### src/rtl/alu_pkg.sv
// Shared definitions for the sequenced ALU stage: opcodes and FSM state encoding.
package alu_pkg;

  localparam logic [2:0] OP_NOP  = 3'b000;
  localparam logic [2:0] OP_ADD  = 3'b001;
  localparam logic [2:0] OP_SUB  = 3'b010;
  localparam logic [2:0] OP_AND  = 3'b011;
  localparam logic [2:0] OP_OR   = 3'b100;
  localparam logic [2:0] OP_XOR  = 3'b101;
  localparam logic [2:0] OP_MUL  = 3'b110;
  localparam logic [2:0] OP_LOAD = 3'b111;

  typedef enum logic [1:0] {
    ST_IDLE = 2'd0,
    ST_EXEC = 2'd1,
    ST_MUL  = 2'd2,
    ST_DONE = 2'd3
  } state_t;

endpackage

### src/rtl/alu_shift_mul.sv
// Sequential shift-add multiplier: loads A/B on start, then performs one
// partial-product step per clock for WIDTH clocks. done is high during the
// final step and product already shows the value that step produces, so the
// caller can register the full product on the same edge.
module alu_shift_mul #(
  parameter int WIDTH = 8
) (
  input  logic               clock,
  input  logic               reset_n,
  input  logic               start,
  input  logic [WIDTH-1:0]   a,
  input  logic [WIDTH-1:0]   b,
  output logic               done,
  output logic [2*WIDTH-1:0] product
);

  localparam int CW = $clog2(WIDTH + 1);

  logic               busy;
  logic [CW-1:0]      count;
  logic [2*WIDTH-1:0] acc;
  logic [2*WIDTH-1:0] mcand;
  logic [WIDTH-1:0]   mplier;
  logic [2*WIDTH-1:0] acc_next;

  assign acc_next = mplier[0] ? (acc + mcand) : acc;
  assign product  = acc_next;
  assign done     = busy && (count == CW'(WIDTH - 1));

  // Load operands on start, then shift-add one multiplier bit per clock.
  always_ff @(posedge clock or negedge reset_n) begin
    if (!reset_n) begin
      busy   <= 1'b0;
      count  <= '0;
      acc    <= '0;
      mcand  <= '0;
      mplier <= '0;
    end else if (start) begin
      busy   <= 1'b1;
      count  <= '0;
      acc    <= '0;
      mcand  <= {{WIDTH{1'b0}}, a};
      mplier <= b;
    end else if (busy) begin
      acc    <= acc_next;
      mcand  <= mcand << 1;
      mplier <= mplier >> 1;
      count  <= count + CW'(1);
      if (done) busy <= 1'b0;
    end
  end

endmodule

### src/rtl/alu_seq.sv
// Sequenced ALU stage feeding the accumulator. Snapshots acc_in and operand
// on accept, produces a registered result and a one-cycle acc_update strobe.
// Optional feature: define ALU_SAT_EN for unsigned saturation on overflow
// (ADD/MUL clamp to all-ones, SUB clamps to zero); default build wraps.
//
// state | meaning
// IDLE  | op_ready high, waiting for op_valid
// EXEC  | single-cycle op computed from latched operands
// MUL   | shift-add multiplier running WIDTH steps
// DONE  | acc_update high for this one cycle
import alu_pkg::*;

module alu_seq #(
  parameter int WIDTH = 8
) (
  input  logic             clock,
  input  logic             reset_n,
  input  logic             op_valid,
  output logic             op_ready,
  input  logic [2:0]       opcode,
  input  logic [WIDTH-1:0] operand,
  input  logic [WIDTH-1:0] acc_in,
  output logic [WIDTH-1:0] result,
  output logic             acc_update,
  output logic             carry,
  output logic             zero
);

  state_t             state;
  logic [2:0]         op_q;
  logic [WIDTH-1:0]   a_q;
  logic [WIDTH-1:0]   b_q;
  logic [WIDTH-1:0]   exec_res;
  logic               exec_carry;
  logic [WIDTH-1:0]   mul_res;
  logic               mul_carry;
  logic               mul_start;
  logic               mul_done;
  logic [2*WIDTH-1:0] mul_product;

  assign mul_start = (state == ST_IDLE) && op_valid && op_ready && (opcode == OP_MUL);

  alu_shift_mul #(.WIDTH(WIDTH)) u_mul (
    .clock   (clock),
    .reset_n (reset_n),
    .start   (mul_start),
    .a       (acc_in),
    .b       (operand),
    .done    (mul_done),
    .product (mul_product)
  );

  // Single-cycle ops evaluated at WIDTH+1 bits so bit WIDTH is carry/borrow.
  always_comb begin
    exec_res   = '0;
    exec_carry = 1'b0;
    case (op_q)
      OP_ADD:  {exec_carry, exec_res} = {1'b0, a_q} + {1'b0, b_q};
      OP_SUB:  {exec_carry, exec_res} = {1'b0, a_q} - {1'b0, b_q};
      OP_AND:  exec_res = a_q & b_q;
      OP_OR:   exec_res = a_q | b_q;
      OP_XOR:  exec_res = a_q ^ b_q;
      OP_LOAD: exec_res = b_q;
      default: exec_res = '0;
    endcase
`ifdef ALU_SAT_EN
    if (exec_carry) exec_res = (op_q == OP_SUB) ? '0 : '1;
`endif
  end

  // Multiplier result: low half, overflow whenever the high half is non-zero.
  always_comb begin
    mul_carry = |mul_product[2*WIDTH-1:WIDTH];
    mul_res   = mul_product[WIDTH-1:0];
`ifdef ALU_SAT_EN
    if (mul_carry) mul_res = '1;
`endif
  end

  // Control FSM with registered outputs; acc_update is raised on entry to DONE.
  always_ff @(posedge clock or negedge reset_n) begin
    if (!reset_n) begin
      state      <= ST_IDLE;
      op_ready   <= 1'b1;
      result     <= '0;
      acc_update <= 1'b0;
      carry      <= 1'b0;
      zero       <= 1'b1;
      op_q       <= OP_NOP;
      a_q        <= '0;
      b_q        <= '0;
    end else begin
      acc_update <= 1'b0;
      case (state)
        ST_IDLE: begin
          if (op_valid && op_ready) begin
            op_q     <= opcode;
            a_q      <= acc_in;
            b_q      <= operand;
            op_ready <= 1'b0;
            state    <= (opcode == OP_MUL) ? ST_MUL : ST_EXEC;
          end
        end
        ST_EXEC: begin
          if (op_q == OP_NOP) begin
            state    <= ST_IDLE;
            op_ready <= 1'b1;
          end else begin
            result     <= exec_res;
            carry      <= exec_carry;
            zero       <= (exec_res == '0);
            acc_update <= 1'b1;
            state      <= ST_DONE;
          end
        end
        ST_MUL: begin
          if (mul_done) begin
            result     <= mul_res;
            carry      <= mul_carry;
            zero       <= (mul_res == '0);
            acc_update <= 1'b1;
            state      <= ST_DONE;
          end
        end
        ST_DONE: begin
          state    <= ST_IDLE;
          op_ready <= 1'b1;
        end
        default: begin
          state    <= ST_IDLE;
          op_ready <= 1'b1;
        end
      endcase
    end
  end

endmodule

### config.mk
export PLATFORM = sky130hd
export DESIGN_NAME = alu_seq
export DESIGN_NICKNAME = d
export VERILOG_FILES = /design/src/rtl/alu_pkg.sv /design/src/rtl/alu_shift_mul.sv /design/src/rtl/alu_seq.sv
export SDC_FILE = /design/constraint.sdc
export NUM_CORES = 1
export LEC_CHECK = 0
export CAP_MARGIN = 10
export CORE_MARGIN = 5
export CORE_UTILIZATION = 54
export CTS_CLUSTER_DIAMETER = 100
export CTS_CLUSTER_SIZE = 40
export DETAILED_ROUTE_END_ITERATION = 8
export PLACE_DENSITY = 0.7
export SYNTH_ARGS = -nofsm -noshare
export SYNTH_HDL_FRONTEND = slang
export SYNTH_HIERARCHICAL = 1
export SYNTH_SLANG_ARGS = --single-unit
export TNS_END_PERCENT = 5
### constraint.sdc
create_clock -name clock -period 3.5 [get_ports clock]
set_input_delay 0.35 -clock clock [delete_from_list [all_inputs] [get_ports clock]]
set_output_delay 0.35 -clock clock [all_outputs]
set_load 0.1 [all_outputs]
Word level (Yosys, flattened, before mapping) --
Index checks and enable logic that the tools add are counted.
Word-level totals: register bits after elaboration 78, bits in latches 0, bits in writable memories 0, memory bits (read-only) 0, input bits 22, output and inout bits 12, word-level logic and storage cells 87, memories kept 0
Operators by class: $add $sub $neg 4, multiply operators 0, div/mod/pow operators 0, order comparisons 0, equality and inequality tests 15, shift-type cells 0, multiplexer cells 34, bitwise gates (word level) 3, reduce and logical (&&, ||, !) cells 17
Operator list (number):
- two-way mux 16 bit | 5
- case mux 8 bit (6 select lines) | 1
- two-way mux 8 bit | 4
- adder 16 bit | 1
- logical NOT 8 bit | 2
- case mux 8 bit (2 select lines) | 1
- equality test 3 bit, second input constant | 4
- two-way mux 1 bit | 11
- adder 8 x 8 -> 9 bit | 1
- subtractor 8 x 8 -> 9 bit | 1
- AND 8 bit | 1
- two-way mux 2 bit | 4
- two-way mux 4 bit | 2
- OR 8 bit | 1
- case mux 1 bit (2 select lines) | 4
- case mux 2 bit (4 select lines) | 1
- OR reduction 8 bit | 1
- XOR 8 bit | 1
- equality test 3 x 2 -> 1 bit, second input constant | 2
- != test 2 bit, second input constant | 3
- AND reduction 3 bit | 2
- logical AND 1 bit | 5
- adder 4 x 1 -> 4 bit, second input constant | 1
- equality test 2 bit, second input constant | 2
- 10 further kinds | 12

Logic depth before layout (Yosys ltp) --
Gate-level depths: netlist of run 1.
depth after elaboration 5, depth in mapped cells 12

Modules after synthesis --
The synthesis of run 1 kept the hierarchy.
By module, submodules not included:
- alu_shift_mul | times used 1, cells each 311, area an instance 2935.3 sq um, sequential area each 1126.1 sq um
- alu_seq | times used 1, cells each 311, area an instance 2788.9 sq um, sequential area each 828.3 sq um

Worst setup path before layout of run 1 --
No wires, ideal clock.
path type register -> register, start point register u_mul.acc[0], end point register carry, library setup time 0.129 ns, data arrival time 2.503 ns, required time 3.371 ns, path slack 0.868 ns, cell stages (with the launch flop) 12, buffers on the path 0, period minus slack after synthesis 2.632 ns, cell sequence dfrtp_1 -> ha_1 -> fa_1 -> a211oi_2 -> o211ai_1 -> a41oi_1 -> xnor2_1 -> mux2_2 -> nor4_1 -> nand4_1 -> o31ai_1 -> o21ai_0
On the way: longest elaborated chain between the ends 5
RTL lines:
- start, declared | RTL line alu_shift_mul.sv:21 | logic [2*WIDTH-1:0] acc;
- start signal, assigned | RTL line alu_shift_mul.sv:45 | acc <= acc_next;
- adder 16 bit | RTL line alu_shift_mul.sv:26 | assign acc_next = mplier[0] ? (acc + mcand) : acc;
- two-way mux 16 bit | RTL line alu_shift_mul.sv:26
- net mul_product[10] | RTL line alu_seq.sv:39 | logic [2*WIDTH-1:0] mul_product;
- OR reduction 8 bit | RTL line alu_seq.sv:73 | mul_carry = |mul_product[2*WIDTH-1:WIDTH];
- two-way mux 1 bit | RTL line alu_seq.sv:117 | if (mul_done) begin
- case mux 1 bit (2 select lines) | RTL line alu_seq.sv:94 | case (state)
- end signal, assigned | RTL line alu_seq.sv:110 | carry <= exec_carry;
- end signal, assigned | RTL line alu_seq.sv:119 | carry <= mul_carry;
- end, declared | RTL line alu_seq.sv:25 | output logic carry,
The timed path passes the listed nets, and every way through them passes these cells. The select of a mux whose other input is x is not followed. A chain may end at the register's enable or synchronous reset.

Worst setup path after layout of run 1 --
Same ends and word-level chain as after synthesis.

==> results.toml, run 1 <==
[global_route]
grt_start_max_net_pins = 79
grt.overflow.total = 0
grt_pass1_wl_mm = 22.9
grt_antenna_before_repair = 0
grt.total_usage_pct = 22.3
grt_pass1_vias = 4606

[placement]
hpwl_mm = 10.2
io_buffers = 33
place_congestion = 0.878

[drt]
routedWlPerCell_um = 17.6
postRouteWirelength_mm = 13.9
drt-vias-per-instance = 5.91
drc = 0
drtPass1Iterations = 5
via_count = 4645
drtIter0Drc = 340
ant_nets = 0

[setup_path]
crit_arrival_ns = 3.18
cp_max_fo = 3
worstSetupPathType = "flop to flop"
start_kind = "flop"
cp_data_required_time_ns = 3.75
end_kind = "flop"

[synth]
synth_seq_cells = 78
synth.top_cell.area_share_pct = 33.2
yosysUniqueCellTypes = 82
synth.area.top_cells = "dfrtp_1 (33%), ha_1 (9.8%), mux2i_1 (6.3%)"
async_reset_ff_share_pct = 100
synthFlopType = "dfrtp_1"
synth_seq_area_share_pct = 34.1
yosysMostFrequentCell = "dfrtp_1"
ys_warn_count = 6
synth_area_per_cell_um2 = 9.20
syn_area_um2 = 5720
synth_top_cell_by_area = "dfrtp_1"
synth_nets = 692
postSynthCellCount = 622
synth-edff-count = 0
synth_common_cells = "dfrtp_1 (76), nand2_1 (67), nor2_1 (61)"

[die]
io_pins = 34
fp.dieW_um = 113
initial_core_util_pct = 55.4
rows = 37
fp.dieH_um = 113
core_um2 = 10300
dieArea_um2 = 12800

[hold_path]
hp-class = "input pin to async pin"

[clock_network]
cts.repair.resized = 0
numCtsBuffers = 9
clockRootBuffer = "clkbuf_8"
clk-insertion-delay-late_ns = 0.38
clk_pin_slew_ns = 0.08
cts_buffer_depth = 2
holdBufCountCts = 0
post_cts_buffers = 0
clkSinkCount = 78
cts_tree = "yes"
h-tree-depth = 3

[sta]
timing.setup.tns_ns = 0
tightest_slew_ns = 0.998
skew_ns = 0.0170
period_minus_slack_ns = 2.92
slew_violations = 0
rsz0062_at_grt = "false"
fmax_ghz = 0.342
slew_headroom_pct = 33.2
fin_crit_sh_pct = 83.5
setup_viol = 0
hold_viol_final = 0

[finish]
drive_above_1_share_pct = 11.8
nets = 715
syn_to_final_growth_pct = 10.8
antennaDiodeCount = 0

[status]
status = "finished clean"

[run]
cap_viol_max_count = 0
[cell type report]
cell class / instances / area (µm²)
fill: 898 / 3980
multi-input combinational: 487 / 3510
sequential: 78 / 1960
timing repair buffer: 41 / 388
tap: 136 / 170
clock buffer: 12 / 155
inverter: 28 / 105
clock inverter: 4 / 52.6
[worst paths after layout]
path,from,to,slack (ns),cells after the start
hold reg to reg,result[1]$_DFFE_PN0P_,result[1]$_DFFE_PN0P_,0.48,2
max in group asynchronous,reset_n,u_mul/busy$_DFF_PN0_,2.65,1
setup / recovery,u_mul/acc[0]$_DFFE_PN0P_,carry$_DFFE_PN0P_,0.58,11
hold / removal,reset_n,u_mul/acc[10]$_DFFE_PN0P_,0.12,1
min in group clock,result[1]$_DFFE_PN0P_,result[1]$_DFFE_PN0P_,0.48,2
setup reg to reg,u_mul/acc[0]$_DFFE_PN0P_,carry$_DFFE_PN0P_,0.58,11
[worst max-delay path: stages, from the launching register on]
cell,delay [ns]
dfrtp_1,0.41
ha_1,0.25
fa_1,0.45
a211oi_2,0.29
o211ai_1,0.17
a41oi_1,0.27
xnor2_1,0.11
mux2_2,0.26
nor4_1,0.28
nand4_1,0.13
o31ai_1,0.10
o21ai_0,0.10
[per-stage QoR]
stage / cell area (µm²) / hold slack [ns] / util [%] / std cells / setup slack (ns)
after global placement: 6130 / 0.463 / 59.4 / 770 / 0.672
after floorplan: 5720 / 0.0544 / - / 622 / 0.868
after CTS: 6340 / 0.164 / 61.4 / 786 / 0.585
final: 6340 / 0.121 / 61.4 / 786 / 0.576
after global routing: 6340 / 0.202 / 61.4 / 786 / 0.357
after detailed placement: 6130 / 0.473 / 59.4 / 770 / 0.618
[registers in the layout, summed over array words and instances, names as in the netlist]
signal / cells
u_mul/busy: 1
b_q: 8
a_q: 8
u_mul/acc: 16
u_mul/count: 4
op_q: 3
state: 2
u_mul/mplier: 8
zero: 1
carry: 1
result: 8
u_mul/mcand: 16
op_ready: 1
acc_update: 1
[cell families after synthesis]
logic type	share of synthesized area (%)
AND/OR/NAND/NOR	16.1
AO/OA/AOI/OAI	19.9
flip-flops	34.1
multiplexers	12.4
buffers and inverters	4.59
adder cells (fa/ha/maj)	10.9
XOR/XNOR	1.99
[placed cells by master, fill, tap and decap left out, types with 11 or more instances in the layout]
cell type,count
nand2_1,67
a21oi_1,31
clkbuf_8,11
inv_1,26
ha_1,45
dfrtp_1,75
o21ai_0,50
nor2_1,60
mux2i_1,36
mux2_2,28
clkdlybuf4s50_1,32
[per-layer routing]
metal	GRT usage, %	up-vias	share of wire (%)
met1	32.4	2237	50
met3	5.35	8	5.1
met2	34.1	122	44
met4	4.33	0	0.71
li1	-	2278	-
met5	0	-	0
Power of run 1 is left out: the tool's default activity adds up to more than one toggle a clock period on the data nets, which glitch-free logic cannot reach.
==> run 2: changes to the inputs <==
Clock period 3.5 ns to 2.8 ns, I/O delays scaled along.
==> run 2 against run 1 <==
Against the previous run: first-iteration DRC count grew 17%; critical path type unchanged; largest cell class unchanged; sequential share of layout area fell by 0.78 points; final cell count rose by 1.7%; maximum frequency is 11% higher; register-to-register slack worse by 0.42 ns; clock skew fell by 0.0063 ns.
==> results.toml, run 2 (synthesized netlist as in run 1, its figures left out) <==
[status]
status = "finished clean"

[finish]
antennaDiodeCount = 0
layout.cells.non_filler = 799
largestRegisters = "u_mul/acc (16), u_mul/mcand (16)"
drive_above_1_share_pct = 17.0
syn_to_final_growth_pct = 13.7
nets = 728
final_common_cell = "dfrtp_1"
final_cell_mix = "dfrtp_1 (74), nand2_1 (67), nor2_1 (60), o21ai_0 (47), ha_1 (41)"
fill_cells = 848

[hold_path]
hp-class = "input pin to async pin"

[sta]
hold_viol_final = 0
timing.setup.tns_ns = 0
holdWs_ns = 0.0475
setup_viol = 0
slew_violations = 0
fin_crit_sh_pct = 94.2
tightest_slew_ns = 0.996
fmax_ghz = 0.379
period_minus_slack_ns = 2.64
skew_ns = 0.0106
slew_headroom_pct = 33.6
rsz0062_at_grt = "true"

[clock_network]
clockRootBuffer = "clkbuf_8"
numCtsBuffers = 9
cts_tree = "yes"
clk-insertion-delay-late_ns = 0.37
clk_pin_slew_ns = 0.08
clkSinkCount = 78
h-tree-depth = 3
cts_buffer_depth = 2

[setup_path]
slowest_delay_ns = 0.43
critPathSlowestCell = "dfrtp_1"
start_kind = "flop"
end_kind = "flop"
cp_max_fo = 5
path_cells = "ha_1, a211oi_1, or2_4, a211oi_4, o211a_1, o21a_1, o31ai_2, nor4_2, nand4_1, o31ai_1, o21ai_1"
crit_arrival_ns = 2.89
cp_data_required_time_ns = 3.05
worstSetupPathType = "flop to flop"

[die]
fp.dieH_um = 113
rows = 37
dieArea_um2 = 12800
fp.dieW_um = 113
core_um2 = 10300
io_pins = 34
initial_core_util_pct = 55.4

[drt]
drtPass1Iterations = 5
drt-vias-per-instance = 5.90
drtIter0Drc = 399
postRouteWirelength_mm = 13.9
drc = 0
routedWlPerCell_um = 17.4
via_count = 4714
ant_nets = 0

[placement]
hpwl_mm = 10.2
place_inst = 780
io_buffers = 33
place_congestion = 0.876

[run]
cap_viol_max_count = 0

[global_route]
grt_antenna_before_repair = 0
grt_pass1_vias = 4575
grt_start_max_net_pins = 79
grt.total_usage_pct = 22.5
grt_pass1_wl_mm = 23.2
grt.overflow.total = 0
==> run 2: final cells by class <==
type,instances,area (µm²),area share (%)
timing repair buffer,54,468,7.19
clock buffer,9,124,1.90
sequential,78,1960,30.1
clock inverter,7,96.3,1.48
multi-input combinational,487,3590,55.1
inverter,28,105,1.61
tap,136,170,2.61
==> run 2: worst max-delay path, delay by kind of cell (launching register included) <==
family / cells / cell delay (ns)
AO/OA/AOI/OAI: 7 / 1.08
adder cells (fa/ha/maj): 1 / 0.32
flip-flops: 1 / 0.43
AND/OR/NAND/NOR: 3 / 0.68
==> run 2: worst paths after layout <==
| kind | startpoint | end | slack [ns] | depth (start not counted) |
|---|---|---|---|---|
| max | u_mul/mcand[1]$_DFFE_PN0P_ | carry$_DFFE_PN0P_ | 0.16 | 11 |
| min | reset_n | u_mul/acc[10]$_DFFE_PN0P_ | 0.05 | 1 |
| max reg2reg | u_mul/mcand[1]$_DFFE_PN0P_ | carry$_DFFE_PN0P_ | 0.16 | 11 |
| min reg2reg | result[1]$_DFFE_PN0P_ | result[1]$_DFFE_PN0P_ | 0.48 | 2 |
| max in group asynchronous | reset_n | u_mul/busy$_DFF_PN0_ | 2.02 | 1 |
| min in group clock | result[1]$_DFFE_PN0P_ | result[1]$_DFFE_PN0P_ | 0.48 | 2 |
==> run 2: per-layer routing <==
metal / track usage, % / vias to the layer above / wire length [µm]
met1: 33.3 / 2236 / 6760
met4: 6.49 / 0 / 242
met5: 0 / - / 0
met2: 32.8 / 144 / 6140
met3: 5.24 / 17 / 791
li1: - / 2317 / -
==> run 2: repair_timing <==
item / CTS / global route
hold buffers: 0 / 0
pin swaps: 2 / 12
resized for setup: 2 / 14
endpoints found under the setup margin: 1 / 2
setup buffers: 0 / 3
==> run 2: through the flow <==
stage	util, %	setup WS (ns)	instance area [µm²]
final	63.0	0.161	6510
after global routing	63.0	-0.0522	6510
after CTS	62.2	0.0446	6420
after detailed placement	60.0	-0.0412	6190
after global placement	60.0	0.00369	6190
after floorplan	-	0.168	5720
Power of run 2 is left out for the same reason.
